**src/rtl/matmul_mem_bridge.sv**
```systemverilog
// matmul_mem_bridge
//   Buffers the non-stallable matmul memory request stream in a small FIFO,
//   issues the head on a grant-handshaked external bus, tracks outstanding
//   reads and returns their data to matmul as single-cycle pulses in order.
//
// Ports
//   clk, rst_n                      clock, synchronous active-low reset
//   mem_req/mem_write/mem_addr/mem_wdata   request from matmul (one per cycle)
//   mem_rdata_vld/mem_rdata         registered read return to matmul
//   ext_req/ext_gnt                 external handshake, transfer = req & gnt
//   ext_we/ext_addr/ext_wdata       FIFO head, driven combinationally
//   ext_rvalid/ext_rdata            in-order read responses
//   idle                            FIFO empty and no reads outstanding
//   err_ovf, err_rsp                sticky: dropped request, spurious response
module matmul_mem_bridge #(
  parameter int MEM_AW  = 16,
  parameter int MEM_DW  = 32,
  parameter int DEPTH   = 4,
  parameter int MAX_OUT = 4
) (
  input  logic              clk,
  input  logic              rst_n,
  input  logic              mem_req,
  input  logic              mem_write,
  input  logic [MEM_AW-1:0] mem_addr,
  input  logic [MEM_DW-1:0] mem_wdata,
  output logic              mem_rdata_vld,
  output logic [MEM_DW-1:0] mem_rdata,
  output logic              ext_req,
  input  logic              ext_gnt,
  output logic              ext_we,
  output logic [MEM_AW-1:0] ext_addr,
  output logic [MEM_DW-1:0] ext_wdata,
  input  logic              ext_rvalid,
  input  logic [MEM_DW-1:0] ext_rdata,
  output logic              idle,
  output logic              err_ovf,
  output logic              err_rsp
);
  localparam int PW = $clog2(DEPTH);
  localparam int CW = PW + 1;
  localparam int OW = $clog2(MAX_OUT + 1);

  // Request storage, one field array per entry member.
  logic [DEPTH-1:0]             fifo_we;
  logic [DEPTH-1:0][MEM_AW-1:0] fifo_addr;
  logic [DEPTH-1:0][MEM_DW-1:0] fifo_wdata;

  logic [PW-1:0] wr_ptr, rd_ptr;
  logic [CW-1:0] count;
  logic [OW-1:0] outstanding;

  logic empty, full, head_rd, pop, push, rd_pop, rsp_acc;

  assign empty   = (count == '0);
  assign full    = (count == CW'(DEPTH));
  assign head_rd = !fifo_we[rd_ptr];

  assign ext_we    = fifo_we[rd_ptr];
  assign ext_addr  = fifo_addr[rd_ptr];
  assign ext_wdata = fifo_wdata[rd_ptr];

  // A read head stalled at the outstanding limit holds back everything behind
  // it, so bus order always equals matmul issue order.
  assign ext_req = !empty && !(head_rd && (outstanding == OW'(MAX_OUT)));
  assign pop     = ext_req && ext_gnt;
  // A full FIFO still takes a request when the head leaves in the same cycle.
  assign push    = mem_req && (!full || pop);
  assign rd_pop  = pop && head_rd;
  // Response latency is at least one cycle after the grant, so the registered
  // outstanding count already covers every legitimate response.
  assign rsp_acc = ext_rvalid && (outstanding != '0);

  assign idle = empty && (outstanding == '0);

  // Storage needs no reset: nothing is read from an empty FIFO.
  always_ff @(posedge clk) begin
    if (push) begin
      fifo_we[wr_ptr]    <= mem_write;
      fifo_addr[wr_ptr]  <= mem_addr;
      fifo_wdata[wr_ptr] <= mem_wdata;
    end
  end

  always_ff @(posedge clk) begin
    if (!rst_n) begin
      wr_ptr        <= '0;
      rd_ptr        <= '0;
      count         <= '0;
      outstanding   <= '0;
      mem_rdata_vld <= 1'b0;
      mem_rdata     <= '0;
      err_ovf       <= 1'b0;
      err_rsp       <= 1'b0;
    end else begin
      if (push) wr_ptr <= wr_ptr + PW'(1);
      if (pop)  rd_ptr <= rd_ptr + PW'(1);

      case ({push, pop})
        2'b10:   count <= count + CW'(1);
        2'b01:   count <= count - CW'(1);
        default: count <= count;
      endcase

      case ({rd_pop, rsp_acc})
        2'b10:   outstanding <= outstanding + OW'(1);
        2'b01:   outstanding <= outstanding - OW'(1);
        default: outstanding <= outstanding;
      endcase

      mem_rdata_vld <= rsp_acc;
      if (rsp_acc) mem_rdata <= ext_rdata;

      if (mem_req && full && !pop)               err_ovf <= 1'b1;
      if (ext_rvalid && (outstanding == '0))     err_rsp <= 1'b1;
    end
  end
endmodule
```
**config.mk**
```make
export PLATFORM = sky130hd
export DESIGN_NAME = matmul_mem_bridge
export DESIGN_NICKNAME = d
export VERILOG_FILES = /design/src/rtl/matmul_mem_bridge.sv
export SDC_FILE = /design/constraint.sdc
export NUM_CORES = 1
export LEC_CHECK = 0
export CORE_MARGIN = 1.5
export CORE_UTILIZATION = 41
export CTS_CLUSTER_DIAMETER = 40
export DETAILED_ROUTE_END_ITERATION = 7
export DONT_BUFFER_PORTS = 1
export PLACE_DENSITY = 0.55
export SLEW_MARGIN = 20
export SYNTH_ARGS = -nofsm -noshare
export SYNTH_HDL_FRONTEND = slang
export SYNTH_SLANG_ARGS = --single-unit
export TNS_END_PERCENT = 30
```
**constraint.sdc**
```tcl
create_clock -name clk -period 6.9 [get_ports clk]
set_clock_uncertainty 0.1 [all_clocks]
set_input_delay 1.38 -clock clk [delete_from_list [all_inputs] [get_ports clk]]
set_output_delay 1.38 -clock clk [all_outputs]
set_load 0.02 [all_outputs]
```
## Word level (Yosys, flattened, before mapping)

Index checks and enable logic that the tools add are counted.

| cells by class | value |
|---|---|
| add/sub/neg operators | 6 |
| multiply operators | 0 |
| div/mod/pow operators | 0 |
| magnitude comparators | 3 |
| equal/unequal tests | 6 |
| shift-type cells | 0 |
| mux-type cells | 17 |
| bitwise gates (word level) | 0 |
| reductions and logical operators | 22 |

Operators by type and width:

| operator | count |
|---|---|
| $bwmux 128 | 1 |
| $bmux 32 s2 | 1 |
| $bwmux 64 | 1 |
| $demux 32 s2 | 1 |
| $mux 32 | 2 |
| $bmux 16 s2 | 1 |
| $demux 16 s2 | 1 |
| $mux 16 | 2 |
| $pmux 3 s2 | 2 |
| $logic_and 1x1->1 | 11 |
| $add 3x1->3 const B | 2 |
| $eq 3x3->1 const B | 2 |
| $logic_not 3->1 | 2 |
| $lt 2x3->1 const B | 2 |
| $sub 3x1->3 const B | 2 |
| $logic_not 1->1 | 5 |
| $add 2x1->2 const B | 2 |
| $bwmux 4 | 1 |
| $eq 2x1->1 const B | 2 |
| $eq 2x2->1 const B | 2 |
| $reduce_bool 2->1 | 2 |
| $reduce_bool 3->1 | 1 |
| $bmux 1 s2 | 1 |
| $demux 1 s2 | 1 |
| other kinds (3) | 4 |

| word-level totals | value |
|---|---|
| register bits after elaboration | 241 |
| latch bits | 0 |
| memory bits (writable) | 0 |
| memory bits (read-only) | 0 |
| output and inout bits | 86 |
| logic and storage cells | 71 |
| memories | 0 |

## Depth between registers and ports, before layout

Gate-level depths: netlist (run 1).

| logic depth | value |
|---|---|
| word-level depth | 11 |
| gate-level depth with buffers | 10 |

## Worst setup path after synthesis (run 1)

OpenSTA, ideal clock, no wires.

| timing path | value |
|---|---|
| kind | input-to-reg |
| from | input port ext_gnt |
| to | register fifo_addr[0] (netlist bit) (enable) |
| arrival | 3196 ps |
| data required time | 6388 ps |
| setup slack | 3193 ps |
| cell stages on the path | 4 |
| buffers on the path | 0 |
| path through | o31a_1 > o21ai_2 > a21oi_1 > and2_1 |

| between the ends | value |
|---|---|
| longest elaborated chain between the ends | 3 |

Ends and longest elaborated chain:

| what | line | source |
|---|---|---|
| start: declaration | 30 | `input logic ext_gnt,` |
| $logic_and 1x1->1 | 66 | `assign pop = ext_req && ext_gnt;` |
| $logic_or 1x1->1 | 68 | `assign push = mem_req && (!full \|\| pop);` |
| $logic_and 1x1->1 | 68 |  |
| end signal: indexed assignment | 80 | `fifo_addr[wr_ptr] <= mem_addr;` |
| end: declaration | 46 | `logic [DEPTH-1:0][MEM_AW-1:0] fifo_addr;` |

No other way between the ends.
A chain may end at the register's enable or synchronous reset.

## Worst setup path after layout (run 1)

| timing path | value |
|---|---|
| from | input port ext_rvalid |
| to | register outstanding[2] |

| between the ends | value |
|---|---|
| longest elaborated chain between the ends | 3 |

Ends and longest elaborated chain:

| what | line | source |
|---|---|---|
| start: declaration | 34 | `input logic ext_rvalid,` |
| $logic_and 1x1->1 * | 72 | `assign rsp_acc = ext_rvalid && (outstanding != '0);` |
| $eq 2x1->1 / $eq 2x2->1 (equally long branches) | 105 | `case ({rd_pop, rsp_acc})` |
| $pmux 3 s2 / $reduce_bool 2->1 (equally long branches) | n/a |  |
| end signal: assignment | 106 | `2'b10: outstanding <= outstanding + OW'(1);` |
| end signal: assignment | 107 | `2'b01: outstanding <= outstanding - OW'(1);` |
| end signal: assignment | 108 | `default: outstanding <= outstanding;` |
| end: declaration | 51 | `logic [OW-1:0] outstanding;` |

Mark *: on every way between the ends. The rest lies on a longest branch, timed or not.

==> metrics, run 1 <==
post-detail-place hpwl=9992 um; Synth Net Count=a little under 600; critical path class=input pin to register; clock-pin slew on the worst setup and hold paths=0.06 ns; Req. time, crit path=between 7 and 8 ns; total gr overflow=0; TNS Setup=0 ns; Worst Max-Slew Pin Slew=roughly 1.0 ns; fmax=~0.25 GHz; setup slack at placement=2.389 ns; die area=approximately 23000 um2; most common cell after layout, fill and taps aside=edfxtp_1; CTS root buf=clkbuf_16; H-tree levels=1; wire per inst=about 21 um; crit-path max cell delay=0.98 ns; TritonCTS clock tree=yes; Max-Cap Viols=0; Crit. End Element=register; nets=about 590; status=completed; pins over their slew limit=0; Net Sw Power=approximately 1.2 mW; RSZ-0062 raised after global routing=no; Synth top area share=about two thirds; slew margin rel.=between 30 and 40%; most used cell, CP=inv_1; Rows=53; Netlist cell types=32; DR vias=roughly 4200; clk sinks=~240; CTS resizes=0; Power, Total=around 4.3 mW; P&R area growth vs syn=15.10%; Post-CTS Setup Bufs=0; Post-Synthesis Cells=roughly 480; final worst path period share=about 57%; global-route wire length before repair=roughly 25000 um; Top Ports=around 170; warnings from Yosys=0; synthesized area=a little under 9000 um2; Crit-path slowest cell=inv_1; post-synthesis sequential area ratio=76.32%; DR DRC count=0; Synth area leader=edfxtp_1; Die H=roughly 150 um; Num CTS Buffers=30; final hold violation count=0; top cells by area, synth=edfxtp_1 66%, mux4_2 12%, dfxtp_1 10%; final setup fails=0; register bit total from synthesis=241; min Tclk post-route=between 3 and 4 ns; Static Leak=3.245 nW; utilization after layout=~48%; Port Buf Inserts=0; Worst Setup Slack, final=a little under 3 ns; Comb pwr share=about 20%; core area=approximately 21000 um2; sequential power share=43.3%; largest net degree at the start of global routing=between 50 and 60; CP cell instances=nand2_1 -> inv_1 -> ha_1 -> inv_1 -> fa_1 -> xor2_1 -> or3_1 -> a21oi_1; Routed Antenna Nets=0; Startpoint Class=input pin; clock power share=between 30% and 40%; Hold Crit Class=register to register; layout cell share with drive strength beyond 1=a little over a fifth; FILL cells=roughly 1700; CTS max path bufs=3; diode count=0; Max FO, Critical Path=34; Sw Share=between 20% and 30%; final wirelength=16620 um; most frequent cells in the layout=196 x edfxtp_1, 73 x nand2_1, 49 x mux4_2; total internal power=approximately 3.0 mW; initial antenna violation count=0; hold_buf cts=0; Worst-Skew Late Latency=about 0.53 ns; GP Congestion=0.7242; number of global-route vias before repair=4596; DRT Pass-1 Iters=6; initial core utilization=between 40% and 50%; P per Cell Area=between 400 and 500 nW/um2; gr usage total=between 10% and 20%; Critical Path AT=around 4.3 ns; Via density=approximately 5.3; initial DRC count=between 200 and 250; VDD IR max=302.3 uV; mean post-synth cell area=between 15 and 20 um2; Die X-Extent=between 150 and 200 um
path summary, 6_finish.rpt:
kind	to	slack, ns	cells past startpoint	start
hold reg to reg	outstanding[2]$_SDFFE_PN0P_	0.41	2	outstanding[2]$_SDFFE_PN0P_
setup / recovery	outstanding[2]$_SDFFE_PN0P_	2.95	8	ext_rvalid
setup reg to reg	outstanding[2]$_SDFFE_PN0P_	3.19	9	outstanding[0]$_SDFFE_PN0P_
hold / removal	outstanding[2]$_SDFFE_PN0P_	0.41	2	outstanding[2]$_SDFFE_PN0P_
layout make-up:
cell class	instances	area (um2)	share of cell area, %
multi-input combinational	210	1978	19.33
clock inverter	22	247.7	2.421
sequential	241	6792	66.36
timing repair buffer	6	48.80	0.4768
clock buffer	34	787.0	7.690
tap	275	344.1	3.362
inverter	10	37.54	0.3667
cell usage after synthesis:
cell type	n
nor3b_1	1
edfxtp_1	196
clkbuf_1	10
mux4_2	49
nor2b_1	1
xnor2_1	1
o21ai_0	1
mux2i_1	7
a21oi_1	36
a311o_1	1
o21ai_2	1
a31oi_1	1
nand2b_1	3
buf_1	6
inv_1	10
o31a_1	1
buf_2	6
clkbuf_2	1
ha_1	5
nand2_1	73
nor2_1	8
nor3_1	3
or3_1	3
fa_1	2
xor2_1	3
nor4_1	2
dfxtp_1	45
o211ai_1	1
o32a_1	1
o21a_2	1
or3b_2	1
and2_1	4
critical path, delay by kind of cell:
kind / cells / cell delay [ns]
AOI/OAI and AO/OA: 1 / 0.14
adders and majority gates: 2 / 0.70
xor gates and xnor gates: 1 / 0.16
and+or+nand+nor: 2 / 0.87
buffers and inverters: 2 / 1.04
through the flow:
step	hold slack, ns	cells	cell area [um2]
after floorplan	0.3677	484	8892
after global placement	0.3763	742	9196
after detailed placement	0.4067	742	9196
after CTS	0.4146	798	10230
after global routing	0.4353	798	10230
final	0.4105	798	10230
registers in the layout (all words and copies together) (netlist names):
register       count
fifo_addr         64
count              3
outstanding        3
mem_rdata         32
fifo_wdata       128
err_ovf            1
mem_rdata_vld      1
fifo_we            4
err_rsp            1
wr_ptr             2
rd_ptr             2
metal layers:
metal / global-route usage [%] / part of all wire [%] / vias up
met5: 0 / 0 / -
met2: 24.75 / 49 / 155
met4: 3.529 / 1.7 / 0
met3: 5.121 / 9.3 / 30
li1: - / - / 1907
met1: 18.18 / 40 / 2133
power by group through the flow:
stage	combinational (mW)	clock, mW	sequential, mW
3_3_place_gp	0.865	0	1.87
4_1_cts	0.883	1.61	1.85
3_5_place_dp	0.884	0	1.88
2_1_floorplan	0.732	0	1.86
6_report	0.855	1.57	1.85
5_1_grt	0.928	1.67	1.87
kinds of logic (layout without fill, tap and decap cells):
family	Yosys count	after routing	synth area share, %
adders and majority gates	7	7	1.154
xor gates and xnor gates	4	4	0.3940
AOI/OAI and AO/OA	44	44	2.758
and+or+nand+nor	99	99	4.686
DFF	241	241	76.32
buffers and inverters	33	72	1.492
muxes	56	56	13.20
(Power assumes the default switching activity.)
==> run 2: changes to the inputs <==
- clock period: 6.9 -> 3.7 ns (I/O delays scaled with it)
==> run 2 against run 1 <==
Compared with the run above:
- first-iteration DRC count is 34% lower
- register-to-register slack got worse by 2.3 ns
- largest cell class unchanged
- non-clock buffer count increased by 3
- core utilization grew 0.55 points
- die area is the same
- sequential share of layout area is 0.75 points lower
- final cell count grew 0.13%
- sequential cell count unchanged
- routed wire length fell by 2.3%
- setup slack got worse by 2.3 ns
- largest power group unchanged
==> metrics, run 2 (synthesis results as in run 1) <==
core area=21150 um2; Worst Max-Slew Pin Slew=slightly above 0.9 ns; RSZ-0062 raised after global routing=no; Sw Share=between 20 and 30%; met3 GRT Util=around 5.2%; initial antenna violation count=0; TritonCTS clock tree=yes; Min Hold Slack=just over 0.2 ns; crit-path max cell delay=roughly 0.70 ns; reg2reg start=rd_ptr[0]$_SDFFE_PN0N_; setup slack at placement=0.8889 ns; Startpoint Class=register; Routed Antenna Nets=0; met1 usage=between 10% and 20%; P per Cell Area=between 700 and 800 nW/um2; FILL cells=1716; CTS resizes=0; Worst-Skew Late Latency=between 0.5 and 0.6 ns; Rows=53; DRT Pass-1 Iters=4; total internal power=a little under 6 mW; pins over their slew limit=0; Crit. End Element=primary output; DR vias=~4200; Max FO, Critical Path=50; Worst Reg-to-Reg Cells=9; Crit path max-delay family=multiplexers; status=completed; Worst Setup Slack, final=just under 0.7 ns; P&R area growth vs syn=16.41%; post-detail-place hpwl=around 9600 um; crit path to=ext_wdata[30]; Max-Cap Viols=0; Port Buf Inserts=0; gr usage total=14.13%; Post-CTS Setup Bufs=0; GP Congestion=slightly above 0.7; VDD IR max=572.3 uV; H-tree levels=1; total gr overflow=0; Critical Path AT=between 2 and 2.5 ns; final hold violation count=0; final non-filler cell total=799; initial DRC count=around 160; slew margin rel.=38.34%; diode count=0; CTS max path bufs=3; Reg with most FFs=fifo_wdata; Largest register FFs=128; Die X-Extent=150.3 um; fmax=approximately 0.33 GHz; Net Sw Power=approximately 2.3 mW; final setup fails=0; critical path class=register to primary output; GR Util met2=~24%; largest net degree at the start of global routing=51; number of global-route vias before repair=roughly 4400; biggest regs=fifo_wdata: 128 flops, fifo_addr: 64 flops, mem_rdata: 32 flops; initial core utilization=between 40% and 50%; final worst path period share=around four fifths; Static Leak=between 3 and 4 nW; final wirelength=between 15000 and 20000 um; register area=roughly 6800 um2; Hold Crit Class=input pin to register; most common cell after layout, fill and taps aside=edfxtp_1; area of the multi-input gates=1978 um2; flop-to-flop setup slack=around 0.9 ns; Top Ports=about 170; Req. time, crit path=2.86 ns; hold_buf cts=0; clk sinks=about 240; nets=around 600; Power, Total=between 8 and 9 mW; Comb pwr share=around 20%; layout cell share with drive strength beyond 1=~23%; global-route wire length before repair=24460 um; Crit path depth=2; Bufs and invs on worst path=1; CP startpoint=rd_ptr[0]$_SDFFE_PN0N_; CP cell instances=buf_6 -> mux4_2; min Tclk post-route=around 3.0 ns; Via density=~5.3; DR DRC count=0; Crit-path slowest cell=mux4_2; wire per inst=a little over 20 um; sequential power share=a little over two fifths; Die H=roughly 150 um; gr busiest metal=met2; Post-Place Cells=roughly 750; TNS Setup=0 ns; clock-pin slew on the worst setup and hold paths=0.06 ns; die area=~23000 um2; reg-to-reg endpoint=outstanding[2]$_SDFFE_PN0P_; Num CTS Buffers=30; CTS root buf=clkbuf_16; most frequent cells in the layout=196 x edfxtp_1, 73 x nand2_1, 49 x mux4_2; clock power share=~38%
run 2: cell count changes in the layout (fill, tap and decap cells not counted), sizes merged:
cell      before  now
clkinv        10    9
clkinvlp       3    0
bufinv         4    5
clkbuf        34   35
buf            6    9
run 2: layout make-up:
type	count	area share (%)
clock buffers	35	8.062
clock inverters	19	2.357
inverters	10	0.3626
multi-input cells	210	19.11
flip-flops and latches	241	65.61
well taps	275	3.324
repair buffers	9	1.172
run 2: worst min path at each step:
stage	cells past startpoint	slack (ns)	startpoint	to
6_report	0	0.21	mem_addr[14]	fifo_addr[14]$_DFFE_PP_
5_1_grt	0	0.18	mem_wdata[0]	fifo_wdata[32]$_DFFE_PP_
4_1_cts	0	0.18	mem_addr[14]	fifo_addr[14]$_DFFE_PP_
3_5_place_dp	2	0.40	wr_ptr[0]$_SDFFE_PN0P_	wr_ptr[0]$_SDFFE_PN0P_
3_3_place_gp	2	0.38	wr_ptr[1]$_SDFFE_PN0P_	wr_ptr[1]$_SDFFE_PN0P_
2_1_floorplan	2	0.37	wr_ptr[1]$_SDFFE_PN0P_	wr_ptr[1]$_SDFFE_PN0P_
run 2: power groups by stage:
stage	clock network [mW]	logic (mW)	registers, mW
finish	3.05	1.62	3.44
detailed placement	0	1.66	3.50
floorplan	0	1.36	3.46
global placement	0	1.64	3.49
global route	3.22	1.75	3.47
CTS	3.12	1.67	3.45
run 2: layer usage:
layer	vias up	wire, um
li1	1915	-
met1	2117	6415
met2	151	7981
met3	32	1547
met4	0	287
met5	-	0
run 2: metrics by stage:
stage	util (%)	instance area, um2
after global placement	43.82	9269
final	48.93	10350
after detailed placement	43.82	9269
after global routing	48.93	10350
after floorplan	-	8892
after CTS	48.91	10350
